File: config.mk
export PLATFORM = sky130hd
export DESIGN_NAME = instruction_decode_stage
export DESIGN_NICKNAME = d
export VERILOG_FILES = /design/src/rtl/instruction_decode_stage.sv
export SDC_FILE = /design/constraint.sdc
export NUM_CORES = 1
export LEC_CHECK = 0
export CORE_MARGIN = 4
export CORE_UTILIZATION = 47
export DETAILED_ROUTE_END_ITERATION = 16
export GPL_ROUTABILITY_DRIVEN = 0
export PLACE_DENSITY = 0.79
export SYNTH_ARGS = -nofsm -noshare
export SYNTH_HDL_FRONTEND = slang
export SYNTH_SLANG_ARGS = --single-unit
File: constraint.sdc
create_clock -name clock_i -period 2.9 [get_ports clock_i]
set_input_delay 0.435 -clock clock_i [delete_from_list [all_inputs] [get_ports clock_i]]
set_output_delay 0.435 -clock clock_i [all_outputs]
set_load 0.01 [all_outputs]
File: src/rtl/instruction_decode_stage.sv
// IF/ID pipeline register and decoder: drives register_file read ports from the held
// instruction, registers the EX control word, and inserts one-cycle load-use bubbles.
module instruction_decode_stage #(
    parameter int DATA_WIDTH    = 32,
    parameter int REG_IDX_WIDTH = 5,
    parameter int CNT_WIDTH     = 8
) (
    input  logic                     clock_i,
    input  logic                     reset_i,
    input  logic [DATA_WIDTH-1:0]    instruction_i,
    input  logic                     instruction_valid_i,
    input  logic                     flush_i,
    output logic [REG_IDX_WIDTH-1:0] register_1_read_addr_o,
    output logic [REG_IDX_WIDTH-1:0] register_2_read_addr_o,
    output logic                     register_read_o,
    output logic                     fetch_stall_o,
    output logic                     ex_valid_o,
    output logic [REG_IDX_WIDTH-1:0] ex_dest_addr_o,
    output logic [DATA_WIDTH-1:0]    ex_imm_o,
    output logic [5:0]               ex_opcode_o,
    output logic [5:0]               ex_funct_o,
    output logic                     ex_reg_write_o,
    output logic                     ex_mem_read_o,
    output logic                     ex_mem_write_o,
    output logic                     ex_branch_o,
    output logic                     illegal_pulse_o,
    output logic [CNT_WIDTH-1:0]     illegal_count_o
);

    typedef enum logic [1:0] {
        IDLE  = 2'd0,
        RUN   = 2'd1,
        STALL = 2'd2
    } state_t;

    state_t                   state_r;
    logic [DATA_WIDTH-1:0]    ifid_instr_r;
    logic                     ifid_valid_s;
    logic [5:0]               op_s;
    logic [5:0]               funct_s;
    logic [REG_IDX_WIDTH-1:0] rs_s;
    logic [REG_IDX_WIDTH-1:0] rt_s;
    logic [REG_IDX_WIDTH-1:0] rd_s;
    logic [15:0]              imm16_s;
    logic                     uses_rt_s;
    logic                     hazard_s;
    logic                     issue_s;

    logic                     dec_legal_s;
    logic [REG_IDX_WIDTH-1:0] dec_dest_s;
    logic [DATA_WIDTH-1:0]    dec_imm_s;
    logic                     dec_write_s;
    logic                     dec_mem_read_s;
    logic                     dec_mem_write_s;
    logic                     dec_branch_s;

    function automatic logic [CNT_WIDTH-1:0] sat_inc(input logic [CNT_WIDTH-1:0] value);
        if (value == {CNT_WIDTH{1'b1}}) begin
            sat_inc = value;
        end else begin
            sat_inc = value + {{(CNT_WIDTH-1){1'b0}}, 1'b1};
        end
    endfunction

    assign ifid_valid_s = (state_r != IDLE);
    assign op_s         = ifid_instr_r[31:26];
    assign rs_s         = ifid_instr_r[25:21];
    assign rt_s         = ifid_instr_r[20:16];
    assign rd_s         = ifid_instr_r[15:11];
    assign imm16_s      = ifid_instr_r[15:0];
    assign funct_s      = ifid_instr_r[5:0];

    // rt is only a true source operand for R-type, stores and compare-branches
    assign uses_rt_s = (op_s == 6'h00) | (op_s == 6'h2B) | (op_s == 6'h04) | (op_s == 6'h05);
    assign hazard_s  = ifid_valid_s & ex_valid_o & ex_mem_read_o
                     & (ex_dest_addr_o != {REG_IDX_WIDTH{1'b0}})
                     & ((ex_dest_addr_o == rs_s) | (uses_rt_s & (ex_dest_addr_o == rt_s)));
    assign issue_s   = ifid_valid_s & ~hazard_s & ~flush_i;

    assign fetch_stall_o   = hazard_s & ~flush_i;
    assign register_read_o = issue_s;

    // Read addresses are zeroed while IF/ID is empty
    always_comb begin
        if (ifid_valid_s) begin
            register_1_read_addr_o = rs_s;
            register_2_read_addr_o = rt_s;
        end else begin
            register_1_read_addr_o = {REG_IDX_WIDTH{1'b0}};
            register_2_read_addr_o = {REG_IDX_WIDTH{1'b0}};
        end
    end

    // Opcode decode of the IF/ID instruction into the EX control word
    always_comb begin
        dec_legal_s     = 1'b1;
        dec_dest_s      = {REG_IDX_WIDTH{1'b0}};
        dec_imm_s       = {{(DATA_WIDTH-16){imm16_s[15]}}, imm16_s};
        dec_write_s     = 1'b0;
        dec_mem_read_s  = 1'b0;
        dec_mem_write_s = 1'b0;
        dec_branch_s    = 1'b0;
        case (op_s)
            6'h00: begin
                dec_dest_s  = rd_s;
                dec_write_s = (funct_s != 6'h08);
            end
            6'h08, 6'h09, 6'h0A, 6'h0B: begin
                dec_dest_s  = rt_s;
                dec_write_s = 1'b1;
            end
            6'h0C, 6'h0D, 6'h0E: begin
                dec_dest_s  = rt_s;
                dec_write_s = 1'b1;
                dec_imm_s   = {{(DATA_WIDTH-16){1'b0}}, imm16_s};
            end
            6'h0F: begin
                dec_dest_s  = rt_s;
                dec_write_s = 1'b1;
                dec_imm_s   = {imm16_s, {(DATA_WIDTH-16){1'b0}}};
            end
            6'h23: begin
                dec_dest_s     = rt_s;
                dec_write_s    = 1'b1;
                dec_mem_read_s = 1'b1;
            end
            6'h2B: dec_mem_write_s = 1'b1;
            6'h04, 6'h05: dec_branch_s = 1'b1;
            default: begin
                dec_legal_s = 1'b0;
                dec_imm_s   = {DATA_WIDTH{1'b0}};
            end
        endcase
    end

    // IF/ID register and occupancy state; flush beats hazard beats load
    always_ff @(posedge clock_i or negedge reset_i) begin
        if (!reset_i) begin
            state_r      <= IDLE;
            ifid_instr_r <= {DATA_WIDTH{1'b0}};
        end else if (flush_i) begin
            state_r      <= IDLE;
            ifid_instr_r <= ifid_instr_r;
        end else if (hazard_s) begin
            state_r      <= STALL;
            ifid_instr_r <= ifid_instr_r;
        end else begin
            state_r      <= instruction_valid_i ? RUN : IDLE;
            ifid_instr_r <= instruction_i;
        end
    end

    // EX control word, illegal-opcode pulse and saturating counter
    always_ff @(posedge clock_i or negedge reset_i) begin
        if (!reset_i) begin
            ex_valid_o      <= 1'b0;
            ex_dest_addr_o  <= {REG_IDX_WIDTH{1'b0}};
            ex_imm_o        <= {DATA_WIDTH{1'b0}};
            ex_opcode_o     <= 6'h00;
            ex_funct_o      <= 6'h00;
            ex_reg_write_o  <= 1'b0;
            ex_mem_read_o   <= 1'b0;
            ex_mem_write_o  <= 1'b0;
            ex_branch_o     <= 1'b0;
            illegal_pulse_o <= 1'b0;
            illegal_count_o <= {CNT_WIDTH{1'b0}};
        end else begin
            if (issue_s & dec_legal_s) begin
                ex_valid_o     <= 1'b1;
                ex_dest_addr_o <= dec_dest_s;
                ex_imm_o       <= dec_imm_s;
                ex_opcode_o    <= op_s;
                ex_funct_o     <= funct_s;
                ex_reg_write_o <= dec_write_s & (dec_dest_s != {REG_IDX_WIDTH{1'b0}});
                ex_mem_read_o  <= dec_mem_read_s;
                ex_mem_write_o <= dec_mem_write_s;
                ex_branch_o    <= dec_branch_s;
            end else begin
                ex_valid_o     <= 1'b0;
                ex_dest_addr_o <= {REG_IDX_WIDTH{1'b0}};
                ex_imm_o       <= {DATA_WIDTH{1'b0}};
                ex_opcode_o    <= 6'h00;
                ex_funct_o     <= 6'h00;
                ex_reg_write_o <= 1'b0;
                ex_mem_read_o  <= 1'b0;
                ex_mem_write_o <= 1'b0;
                ex_branch_o    <= 1'b0;
            end
            illegal_pulse_o <= issue_s & ~dec_legal_s;
            illegal_count_o <= (issue_s & ~dec_legal_s) ? sat_inc(illegal_count_o) : illegal_count_o;
        end
    end

endmodule
==> impl_metrics.env <==
export IMPL_status="complete, no violations"
export IMPL_clk_path_buf_depth=2
export IMPL_p_comb_share_pct=13.6
export IMPL_ys_flop_type="dfrtp_1"
export IMPL_max_freq_mhz=367.5
export IMPL_ir_drop_mv=0.3241
export IMPL_synth_common_cells="dfrtp_1, and2_1, mux2_2, nand2_1, nor2_1"
export IMPL_cts_tree="done"
export IMPL_cp_data_required_time_ps=2470
export IMPL_synth_seq_cells=97
export IMPL_power_density_nw_per_um2=526.4
export IMPL_timing_critical_path_cells="or4_1, o2111ai_2, nand4b_4, nand2_4, nor2_1, dlygate4sd2_1"
export IMPL_netlist_area_leader_share_pct=62.32
export IMPL_skew_ps=10.13
export IMPL_vias=2761
export IMPL_dpl_cell_area_um2=5122
export IMPL_syn_nets=352
export IMPL_fillerInstances=600
export IMPL_power_uw=2829
export IMPL_slowest_stage="or4_1"
export IMPL_regArea_um2=2427
export IMPL_vias_per_cell=5.142
export IMPL_globalRouteOverflowTotal=0
export IMPL_drive_gt1_share_pct=15.86
export IMPL_port_buffers=110
export IMPL_n_antenna_cell=0
export IMPL_synth_distinct_cells=42
export IMPL_worstMarginPinSlew_ps=692.3
export IMPL_synth_most_common_cell="dfrtp_1"
export IMPL_netSwitchingFraction_pct=25.57
export IMPL_setup_worst_path_end_class="output port"
export IMPL_grt_max_degree=55
export IMPL_drc=0
export IMPL_multi_input_area_um2=1428
export IMPL_fin_ws_ps=178.9
export IMPL_htree_levels=3
export IMPL_final_area_um2=5374
export IMPL_io_pins=111
export IMPL_finalNetCount=467
export IMPL_row_count=32
export IMPL_slew_violations=0
export IMPL_syn_area_um2=3895
export IMPL_core_um2=7888
export IMPL_cts_root_buffer="clkbuf_8"
export IMPL_synth_edf_count=0
export IMPL_syn_inst=315
export IMPL_period_minus_slack_ps=2721
export IMPL_switchingPower_uw=723.5
export IMPL_critPathLaunchType="flip-flop"
export IMPL_yosysSeqAreaShare_pct=62.32
export IMPL_min_path_type="input port to asynchronous set/reset pin"
export IMPL_cp_arrival_ps=2290
export IMPL_drt_total_wl_um=8770
export IMPL_clk_pin_slew_ps=90
export IMPL_first_pass_iters=4
export IMPL_path_delay_family="simple AND/OR/NAND/NOR gates"
export IMPL_slowest_delay_ps=550
export IMPL_drv_cap=0
export IMPL_routedWlPerCell_um=16.33
export IMPL_yosysTopAreaCell="dfrtp_1"
export IMPL_syn_to_final_growth_pct=37.97
export IMPL_drtIter0Drc=69
export IMPL_numCtsBuffers=9
export IMPL_power_internal_uw=2106
export IMPL_antenna_found_initial=0
export IMPL_path_max_fanout=11
export IMPL_finalSetupTns_ps=0
export IMPL_die_area_um2=9808
export IMPL_die_h_um=99.04
export IMPL_grt_pass1_vias=2798
export IMPL_slew_headroom_pct=53.49
export IMPL_synthTopCellsByArea="dfrtp_1, mux2_2, and2_1"
export IMPL_grt_pass1_wl_um=14540
export IMPL_clock_sinks=97
export IMPL_dp_hpwl_um=6246
export IMPL_ys_async_sr_fraction_pct=100.0
export IMPL_leakage_uw=0.002359
export IMPL_post_route_period_util_pct=93.83
export IMPL_rsz0062_at_grt="false"
export IMPL_syn_area_per_cell_um2=12.37
export IMPL_track_usage_pct=18.63
export IMPL_yosysWarnings=0
export IMPL_pre_cts_slack_ps=170.7
export IMPL_ant_nets=0
export IMPL_pwr_share_clk_pct=32.0
export IMPL_critPathBufInv=1
export IMPL_clock_latency_ps=340
export IMPL_power_frac_seq_pct=54.3
export IMPL_hold_violations=0
export IMPL_die_w_um=99.04
export IMPL_critPathKind="flip-flop to output port"
export IMPL_setup_violations=0
export IMPL_start_util_pct=49.38
[power by group through the flow]
stage	clock network [uW]	registers (uW)	logic (uW)
6_report	906	1540	386
3_3_place_gp	0	1560	377
5_1_grt	989	1550	423
4_1_cts	924	1540	391
2_1_floorplan	0	1550	175
3_5_place_dp	0	1560	384
[placed cells by master, fill, tap and decap left out, drive strengths merged, types with 2 or more instances in the layout]
| cell | instances |
|---|---|
| clkdlybuf4s50 | 107 |
| dfrtp | 97 |
| and2 | 35 |
| mux2 | 34 |
| nand2 | 23 |
| nor2 | 21 |
| a21oi | 19 |
| xor2 | 12 |
| clkbuf | 11 |
| buf | 8 |
| nand3 | 7 |
| nor3 | 6 |
| nor4 | 6 |
| inv | 6 |
| or4 | 5 |
| a22oi | 5 |
| xnor2 | 4 |
| o21ai | 3 |
| nand2b | 2 |
| and3 | 2 |
| nor4b | 2 |
[metrics by stage]
stage	util, %	std cells	hold slack, ps
2_1_floorplan	-	315	139.4
3_3_place_gp	64.94	520	448.9
3_5_place_dp	64.94	520	454.7
4_1_cts	68.07	537	77.34
5_1_grt	68.13	537	99.47
6_report	68.13	537	67.71
[kinds of logic (layout without fill, tap and decap cells)]
family,count (synthesis),after routing,synth area share [%]
AOI/OAI and AO/OA,34,34,5.622
xor gates and xnor gates,16,16,3.598
adders and majority gates,1,1,0.3212
buffers and inverters,17,137,1.992
DFF,97,97,62.32
muxes,34,34,9.830
other,1,1,0.09628
and+or+nand+nor,115,115,16.22
[layer usage]
metal | part of all wire, % | GRT usage, % | up-vias
met3 | 5.9 | 4.671 | 8
met5 | 0 | 0 | -
met2 | 49 | 29.03 | 97
li1 | - | - | 1304
met4 | 1.2 | 5.567 | 0
met1 | 44 | 25.92 | 1352
[worst paths after layout]
| path | from | to | slack (ps) | cells past startpoint |
|---|---|---|---|---|
| min in group clock_i | illegal_count_o[4]$_DFFE_PN0P_ | illegal_count_o[4]$_DFFE_PN0P_ | 500 | 1 |
| hold / removal | reset_i | ex_opcode_o[4]$_DFF_PN0_ | 70 | 1 |
| setup / recovery | ex_dest_addr_o[2]$_DFF_PN0_ | register_read_o | 180 | 6 |
| hold reg to reg | illegal_count_o[4]$_DFFE_PN0P_ | illegal_count_o[4]$_DFFE_PN0P_ | 500 | 1 |
| setup reg to reg | ex_dest_addr_o[2]$_DFF_PN0_ | illegal_count_o[1]$_DFFE_PN0P_ | 490 | 6 |
| max in group asynchronous | reset_i | ex_dest_addr_o[4]$_DFF_PN0_ | 2160 | 2 |
[flip-flops by register name (all words and copies together), names as in the netlist]
| register | count |
|---|---|
| ex_branch_o | 1 |
| ex_dest_addr_o | 5 |
| ex_funct_o | 6 |
| ex_imm_o | 32 |
| ex_mem_read_o | 1 |
| ex_mem_write_o | 1 |
| ex_opcode_o | 6 |
| ex_reg_write_o | 1 |
| ex_valid_o | 1 |
| ifid_instr_r | 32 |
| illegal_count_o | 8 |
| illegal_pulse_o | 1 |
| state_r | 2 |
[timing repair]
action / 4_1_cts / 5_1_grt
pin swaps: 2 / 0
hold buffers: 0 / 0
hold endpoints to repair: 0 / 0
setup buffers: 1 / 0
setup endpoints to repair: 1 / 1
resized for setup: 5 / 2
[final cells by class]
class	count	area share, %
well taps	102	2.375
clock inverters	5	1.118
inverters	4	0.2794
multi-input cells	201	26.57
flip-flops and latches	97	45.17
clock buffers	11	2.817
repair buffers	117	21.68
(Power assumes the default switching activity.)
